### src/rtl/avr_io_intc_pkg.sv
// Shared definitions for the AVR I/O interrupt controller: register offsets
// on the I/O bus and bit positions inside the CTRL register.
package avr_io_intc_pkg;

   localparam logic [1:0] INTC_IER  = 2'd0;
   localparam logic [1:0] INTC_IPR  = 2'd1;
   localparam logic [1:0] INTC_MODE = 2'd2;
   localparam logic [1:0] INTC_CTRL = 2'd3;

   localparam int CTRL_GIE   = 0;
   localparam int CTRL_IFLAG = 7;

endpackage

### src/rtl/avr_io_intc_prio_enc.sv
// Lowest-index-first priority encoder: channel 0 always wins.
// idx_o is 0 when nothing is active.
module intc_prio_enc #(
   parameter int N_IRQ      = 4,
   parameter int VECT_WIDTH = 2
) (
   input  logic [N_IRQ-1:0]      req_i,
   output logic [VECT_WIDTH-1:0] idx_o,
   output logic                  any_o
);

   always_comb begin
      idx_o = '0;
      any_o = |req_i;
      // Scan from the top so the lowest set bit is the last one assigned.
      for (int i = N_IRQ - 1; i >= 0; i--) begin
         if (req_i[i]) idx_o = VECT_WIDTH'(i);
      end
   end

endmodule

### src/rtl/avr_io_intc.sv
// Interrupt controller on the AVR I/O bus: per-channel enable and level/edge
// mode, global enable, and auto-clear of an edge pending bit on core ack.
module avr_io_intc
   import avr_io_intc_pkg::*;
#(
   parameter int         N_IRQ      = 4,
   parameter int         VECT_WIDTH = 2,
   parameter logic [7:0] RST_MODE   = 8'h00
) (
   input  logic                  clk,
   input  logic                  rst,
   input  logic                  io_re,
   input  logic                  io_we,
   input  logic [1:0]            io_a,
   input  logic [7:0]            io_do,
   output logic [7:0]            io_dout,
   input  logic [N_IRQ-1:0]      irq,
   input  logic                  ieack_stb,
   input  logic [VECT_WIDTH-1:0] ieack,
   output logic                  iflag,
   output logic [VECT_WIDTH-1:0] ivect
);

   logic [N_IRQ-1:0]      irq_q;
   logic [N_IRQ-1:0]      ier_q, ier_d;
   logic [N_IRQ-1:0]      ipr_q, ipr_d;
   logic [7:0]            mode_q, mode_d;
   logic                  gie_q, gie_d;
   logic                  iflag_q;
   logic [VECT_WIDTH-1:0] ivect_q;

   logic                  wr_ier, wr_ipr, wr_mode, wr_ctrl;
   logic [N_IRQ-1:0]      rise, w1c, ack_oh, to_edge, edge_mask, act;
   logic [VECT_WIDTH-1:0] enc_idx;
   logic                  enc_any;
   logic [2:0]            ivect3;

   assign wr_ier  = io_we && (io_a == INTC_IER);
   assign wr_ipr  = io_we && (io_a == INTC_IPR);
   assign wr_mode = io_we && (io_a == INTC_MODE);
   assign wr_ctrl = io_we && (io_a == INTC_CTRL);

   assign edge_mask = mode_q[N_IRQ-1:0];
   assign rise      = irq & ~irq_q;
   assign w1c       = wr_ipr ? io_do[N_IRQ-1:0] : '0;
   assign to_edge   = wr_mode ? (io_do[N_IRQ-1:0] & ~edge_mask) : '0;

   // ieack_stb is a single-cycle qualifier: ieack is only looked at while it is
   // high, there is no back-pressure, and vectors >= N_IRQ match no channel.
   always_comb begin
      ack_oh = '0;
      for (int i = 0; i < N_IRQ; i++) begin
         ack_oh[i] = ieack_stb && (ieack == VECT_WIDTH'(i));
      end
   end

   // Edge channels: a new rising edge beats any clear in the same cycle.
   // Level channels: registered mirror of irq, zeroed on a switch to edge.
   always_comb begin
      ipr_d  = (edge_mask & (rise | (ipr_q & ~(w1c | ack_oh))))
             | (~edge_mask & irq & ~to_edge);
      ier_d  = wr_ier  ? io_do[N_IRQ-1:0] : ier_q;
      mode_d = wr_mode ? io_do : mode_q;
      gie_d  = wr_ctrl ? io_do[CTRL_GIE] : gie_q;
   end

   assign act = ipr_q & ier_q;

   intc_prio_enc #(
      .N_IRQ      (N_IRQ),
      .VECT_WIDTH (VECT_WIDTH)
   ) u_prio_enc (
      .req_i (act),
      .idx_o (enc_idx),
      .any_o (enc_any)
   );

   always_ff @(posedge clk) begin
      if (rst) begin
         irq_q   <= '0;
         ier_q   <= '0;
         ipr_q   <= '0;
         mode_q  <= RST_MODE;
         gie_q   <= 1'b0;
         iflag_q <= 1'b0;
         ivect_q <= '0;
      end else begin
         irq_q   <= irq;
         ier_q   <= ier_d;
         ipr_q   <= ipr_d;
         mode_q  <= mode_d;
         gie_q   <= gie_d;
         iflag_q <= gie_q & enc_any;
         ivect_q <= enc_idx;
      end
   end

   assign iflag  = iflag_q;
   assign ivect  = ivect_q;
   assign ivect3 = 3'(ivect_q);

   // Read mux drives 0 when not selected so several peripherals can be OR-ed.
   always_comb begin
      io_dout = '0;
      if (io_re) begin
         case (io_a)
            INTC_IER:  io_dout = 8'(ier_q);
            INTC_IPR:  io_dout = 8'(ipr_q);
            INTC_MODE: io_dout = mode_q;
            default:   io_dout = {iflag_q, 3'b000, gie_q, ivect3};
         endcase
      end
   end

endmodule
### config.mk
export PLATFORM = sky130hd
export DESIGN_NAME = avr_io_intc
export DESIGN_NICKNAME = d
export VERILOG_FILES = /design/src/rtl/avr_io_intc_pkg.sv /design/src/rtl/avr_io_intc_prio_enc.sv /design/src/rtl/avr_io_intc.sv
export SDC_FILE = /design/constraint.sdc
export NUM_CORES = 1
export LEC_CHECK = 0
export ABC_AREA = 1
export BUFFER_PORTS_ARGS = -buffer_cell sky130_fd_sc_hd__buf_2
export CAP_MARGIN = 15
export CELL_PAD_IN_SITES_DETAIL_PLACEMENT = 0
export CELL_PAD_IN_SITES_GLOBAL_PLACEMENT = 1
export CORE_ASPECT_RATIO = 0.75
export CORE_MARGIN = 5
export CORE_UTILIZATION = 38
export CTS_CLUSTER_DIAMETER = 50
export DETAILED_ROUTE_END_ITERATION = 10
export HOLD_SLACK_MARGIN = 0.05
export PLACE_DENSITY_LB_ADDON = 0.1
export SYNTH_ARGS = -nofsm -noshare
export SYNTH_HDL_FRONTEND = slang
export SYNTH_SLANG_ARGS = --single-unit
### constraint.sdc
create_clock -name clk -period 1.4 [get_ports clk]
set_input_delay 0.07 -clock clk [delete_from_list [all_inputs] [get_ports clk]]
set_output_delay 0.07 -clock clk [all_outputs]
set_load 0.02 [all_outputs]
==> flow_summary.yaml, run 1 <==
cts:
  cts_buffer_depth: 2
  cts_tree: "built"
  htree_num_levels: 1
  cts_inserted_buffers: 3
  path_clk_slew_ps: 90
  root_buffer: "clkbuf_8"
  clock_latency_ps: 270
  tritoncts_num_sinks: 24
worst_setup_path:
  crit_chain: "inv_1 > o21ai_0 > o21ai_0 > a21oi_1 > buf_4"
  start_kind: "register"
  arrival_ps: 1230
  crit_path_end_kind: "output port"
  path_depth: 5
  crit_buf_inv: 2
  cp.required_ps: 1330
  worstPathMaxFanout: 3
  cpMostUsedCell: "o21ai_0"
  crit_path_top_delay_cell: "dfxtp_1"
  worst_path_dominant_cell_family: "flip-flops"
  crit_type: "reg -> out"
  r2r_cells: 2
  cpPeakStageDelay_ps: 360
logic_synthesis:
  synthArstFlopShare_pct: 0
  syn_area_per_cell_um2: 6.76
  synth_warnings: 0
  synth_seq_area_share_pct: 39.1
  synth_fp_nets: 203
  post-synth-top-area-cell: "dfxtp_1"
  syn_area_um2: 1230
  postSynthCellCount: 182
  yosys.area.top_type_share_pct: 39.1
  synth_edf_count: 0
  synth_cell_types: 23
  ys_ff_latch: 24
  yosys_most_used_dff: "dfxtp_1"
  synth_area_leaders: "dfxtp_1 39%, nand2_1 12%, inv_1 8.5%"
global_route:
  grt_overflow: 0
  grtUsageTotal_pct: 15.9
  grt_max_degree: 15
  grt_pass1_vias: 1152
  grt_pass1_wl_mm: 5.41
  antenna_found_initial: 0
power_and_ir_drop:
  pwr-share-clk_pct: 39.2
  ir_drop_v: 0.000483
  power.leakage_nw: 0.731
  switching_share_pct: 25.0
  combPwrFrac_pct: 14.3
  net-switching-power_uw: 393
  seq_power_share_pct: 46.6
  pwr_density_cell_nw_per_um2: 1050
  p_int_mw: 1.18
sta:
  maxSlewViolCount: 0
  fin_crit_ps: 1300
  worst_hold_slack_ps: 56.8
  setup_viol: 0
  rsz0062_at_grt: "no"
  slew_headroom_pct: 72.3
  hold_viol_final: 0
  tightest_slew_ps: 416
  fin_crit_sh_pct: 92.9
  skew_ps: 9.77
  max_freq_mhz: 769
  finalSetupTns_ps: 0
  fin_ws_ps: 99.2
floorplanning:
  die_height_um: 59.3
  fp-row-count: 17
  start_util_pct: 40.7
  die_w_um: 75.7
  dieArea_um2: 4490
  num_io_pins: 32
  coreArea_um2: 3020
place:
  gp_congestion: 0.885
  portBuffers: 31
  placedCellCount: 246
  pre_cts_ws_ps: 270
  hpwl_mm: 2.52
  place_area_um2: 1390
detailed_routing:
  vias_per_cell: 4.79
  vias: 1216
  met3_length_um: 223
  met1_length_mm: 1.64
  wl_per_cell_um: 12.9
  first_pass_iters: 5
  drtIter0Drc: 110
  drc: 0
  ant_nets: 0
  dr_wl_met2_mm: 1.39
  drt-total-wl_mm: 3.27
  highest_layer: "met4"
finish:
  fin_area_um2: 1500
  multi_input_area_um2: 579
  layout_common_cells: "38 x nand2_1, 30 x buf_2, 28 x inv_1"
  seq_area_um2: 480
  nNetsFinal: 238
  layout_commonest_cell: "nand2_1"
  num-fill-cells: 323
  diodes: 0
  area_growth_pct: 22.3
  fin_cells: 254
  layout-drive-gt1-share_pct: 20.8
min_path:
  holdPathStages: 3
  hp-class: "in -> reg"
run_status:
  status: "complete, no violations"
job:
  drv_cap: 0
## synth_stat cells, types with 2 or more instances
cell     instances
nand2_1         38
inv_1           28
dfxtp_1         24
nor2_1          23
a21oi_1         17
o21ai_0         17
nand3_1          7
nand4_1          5
nor3_1           4
buf_6            3
a21oi_2          2
nand2_2          2
o21ai_2          2
## routing by layer
metal,track usage (%),vias to the layer above
met5,0,-
met4,1.75,0
met3,4.24,2
met2,23.4,30
met1,23.9,537
li1,-,647
## worst reg2reg max path: cells and delay by family, from the launching register on
family | cells | cell delay (ps)
compound gates | 2 | 360
flops | 1 | 360
## layout make-up
| cell class | count | share of cell area [%] |
|---|---|---|
| tap | 38 | 3.16 |
| clock inverter | 1 | 2.00 |
| multi-input combinational | 122 | 38.5 |
| timing repair buffer | 36 | 13.6 |
| sequential | 24 | 31.9 |
| clock buffer | 3 | 2.75 |
| inverter | 30 | 7.99 |
## registers in the layout, indices dropped and copies added, names as in the netlist
signal	cells
ipr_q	4
irq_q	4
ier_q	4
gie_q	1
mode_q	8
iflag	1
ivect	2
## stage by stage
step	power, mW	utilization, %
after global routing	1.64	49.8
after floorplan	0.891	-
final	1.57	49.8
after CTS	1.58	49.7
after global placement	0.959	46.0
after detailed placement	0.962	46.0
## path summary, 6_finish.rpt
path,from,slack (ps),to
worst max-delay path,ier_q[0],100,io_dout[0]
worst min-delay path,io_do[6],60,mode_q[6]
worst max register to register,ipr_q[0],610,ivect[0]
worst min register to register,mode_q[7],470,mode_q[7]
## what timing repair did
action                                 4_1_cts  5_1_grt
hold buffers                                 4        0
gates resized for setup                      0        1
buffers inserted                             0        0
setup endpoints to repair                    0        1
endpoints found under the hold margin        4        0
## kinds of logic (layout without fill, tap and decap cells)
family	count (synthesis)	in the layout	synth area share, %
AO/OA/AOI/OAI	41	41	18.3
AND/OR/NAND/NOR	81	81	28.8
buffers and inverters	36	70	13.8
flip-flops	24	24	39.1
## power by group through the flow
stage / registers, mW / clock network [mW] / logic [mW]
6_report: 0.733 / 0.616 / 0.224
5_1_grt: 0.737 / 0.644 / 0.254
4_1_cts: 0.733 / 0.628 / 0.224
3_5_place_dp: 0.749 / 0 / 0.214
3_3_place_gp: 0.748 / 0 / 0.211
2_1_floorplan: 0.745 / 0 / 0.146
No activity file was read; power rests on OpenSTA's default activity.
==> run 2: changes to the inputs <==
--- a/config.mk
+++ b/config.mk
@@ -5,14 +5,14 @@
 export SDC_FILE = /design/constraint.sdc
 export NUM_CORES = 1
 export LEC_CHECK = 0
-export ABC_AREA = 1
+export ABC_AREA = 0
 export BUFFER_PORTS_ARGS = -buffer_cell sky130_fd_sc_hd__buf_2
 export CAP_MARGIN = 15
 export CELL_PAD_IN_SITES_DETAIL_PLACEMENT = 0
 export CELL_PAD_IN_SITES_GLOBAL_PLACEMENT = 1
 export CORE_ASPECT_RATIO = 0.75
 export CORE_MARGIN = 5
-export CORE_UTILIZATION = 38
+export CORE_UTILIZATION = 41
 export CTS_CLUSTER_DIAMETER = 50
 export DETAILED_ROUTE_END_ITERATION = 10
 export HOLD_SLACK_MARGIN = 0.05
==> run 2 against run 1 <==
  * The run now ends with negative setup slack left
  * Sequential power is 0.8% lower
  * Largest cell class unchanged
  * Area after synthesis is 5.9% lower
  * Die area is 11% lower
  * Critical path type unchanged
  * Global-route usage is 1.3 points lower
  * Sequential cell count stayed put
  * Critical endpoint is now io_dout[3]
==> flow_summary.yaml, run 2 <==
run_status:
  status: "finished with violations"
  violations: "negative setup slack"
logic_synthesis:
  post-synth-top-area-cell: "dfxtp_1"
  synth_top_family_by_area: "simple AND/OR/NAND/NOR gates"
  synth_xor_area_share_pct: 0
  synth_adder_area_share_pct: 0
  synth_area_leaders: "dfxtp_1 42%, mux2i_1 6.1%, nand4b_1 6.1%"
  synth_compound_area_share_pct: 13.4
  muxShareOfSynthArea_pct: 11.9
  ys_top_cells_by_count: "24 x dfxtp_1, 14 x nand2_1, 13 x a21oi_1, 8 x nand3_1, 8 x nand4b_1"
  synth_edf_count: 0
  ys_ff_latch: 24
  syn_area_um2: 1160
  synthMostInstantiatedCell: "dfxtp_1"
  yosys_most_used_dff: "dfxtp_1"
  postSynthCellCount: 122
  yosys.area.top_type_share_pct: 41.5
  synth-simple-area-share_pct: 28.1
  synth_seq_area_share_pct: 41.5
  synth_cell_types: 26
  synthArstFlopShare_pct: 0
  synth_warnings: 0
  synth_fp_nets: 143
  syn_area_per_cell_um2: 9.49
cts:
  htree_num_levels: 1
  cts_buffer_depth: 2
  cts_tree: "built"
  tritoncts_num_sinks: 24
  path_clk_slew_ps: 80
  root_buffer: "clkbuf_8"
  clock_latency_ps: 260
  cts_inserted_buffers: 3
place:
  placedCellCount: 184
  place_area_um2: 1320
  pre_cts_ws_ps: 153
  gp_congestion: 0.742
  portBuffers: 31
  hpwl_mm: 2.05
floorplanning:
  start_util_pct: 43.5
  die_w_um: 71.4
  coreArea_um2: 2660
  fp-row-count: 16
  num_io_pins: 32
  dieArea_um2: 4000
  die_height_um: 56.0
worst_setup_path:
  start_kind: "register"
  crit_type: "reg -> out"
  arrival_ps: 1330
  crit_path_end_kind: "output port"
  cp.required_ps: 1330
  worstPathMaxFanout: 2
global_route:
  grt_overflow: 0
  antenna_found_initial: 0
  grt_max_degree: 24
  grt_pass1_vias: 1011
  grtUsageTotal_pct: 14.7
  grt_pass1_wl_mm: 4.75
detailed_routing:
  vias: 1060
  drtIter0Drc: 66
  drc: 0
  wl_per_cell_um: 14.9
  vias_per_cell: 5.44
  ant_nets: 0
  first_pass_iters: 4
  drt-total-wl_mm: 2.91
power_and_ir_drop:
  ir_drop_v: 0.000531
  pwr_density_cell_nw_per_um2: 909
  power.leakage_nw: 0.605
finish:
  multi_input_area_um2: 626
  num-fill-cells: 267
  layout_commonest_cell: "buf_2"
  largest_register_ffs: 8
  area_growth_pct: 26.6
  largest-register: "mode_q"
  layout_common_cells: "28 x buf_2, 14 x nand2_1, 13 x a21oi_1, 13 x dfxtp_1, 11 x dfxtp_2"
  fin_area_um2: 1470
  layout-drive-gt1-share_pct: 39.0
  diodes: 0
  fin_cells: 195
  seq_area_um2: 494
  nNetsFinal: 182
sta:
  slew_headroom_pct: 67.8
  skew_ps: 0.863
  max_freq_mhz: 712
  tightest_slew_ps: 482
  fin_crit_sh_pct: 100
  rsz0062_at_grt: "yes"
  maxSlewViolCount: 0
  fin_crit_ps: 1400
  fin_ws_ps: -3.99
  hold_viol_final: 0
  setup_viol: 1
min_path:
  hp-class: "in -> reg"
job:
  drv_cap: 0
==> run 2: final timing paths <==
kind         depth (start not counted)       from  slack (ps)          to
max                                  3      gie_q          -4  io_dout[3]
max reg2reg                          3   ipr_q[3]         460       iflag
min                                  3   io_do[5]          60   mode_q[5]
min reg2reg                          2  mode_q[5]         460   mode_q[5]
==> run 2: metrics by stage <==
stage	setup TNS, ps	hold WS (ps)	utilization [%]	total power [mW]
floorplan	0	142	-	0.855
global placement	0	318	49.6	0.919
detailed placement	0	323	49.6	0.923
CTS	-17.3	51.5	54.9	1.35
global route	-65.8	63.9	55.0	1.40
finish	-3.99	57.4	55.0	1.33
==> run 2: layout make-up <==
| cell class | count | area share [%] |
|---|---|---|
| Clock buffer | 3 | 2.82 |
| Timing Repair Buffer | 41 | 17.2 |
| Tap cell | 36 | 3.07 |
| Sequential cell | 24 | 33.7 |
| Multi-Input combinational cell | 89 | 42.7 |
| Inverter | 2 | 0.512 |
==> run 2: cells by family after synthesis <==
group | count (synthesis)
flops | 24
simple gates | 56
mux | 10
buf+inv | 9
compound gates | 23
==> run 2: timing repair <==
action | in CTS | in global routing
hold buffers | 1 | 0
setup buffers | 7 | 0
hold endpoints to repair | 1 | 0
pin swaps | 3 | 0
gates resized for setup | 18 | 2
setup endpoints to repair | 3 | 3
==> run 2: critical path, cell delays in order (launching register included) <==
cell     delay [ps]
dfxtp_2         330
mux4_2          470
and2_4          150
buf_6           120
==> run 2: power by group <==
part,switching (mW),internal [mW]
combinational,0.108,0.0976
sequential,0.0153,0.712
clock,0.207,0.192
==> run 2: per-layer routing <==
| metal | global-route usage, % | wire length, um | vias up |
|---|---|---|---|
| met3 | 4.87 | 292 | 2 |
| met2 | 22.1 | 1260 | 43 |
| met1 | 20.8 | 1360 | 495 |
| li1 | - | - | 520 |
| met5 | 0 | 0 | - |
| met4 | 1.61 | 7 | 0 |
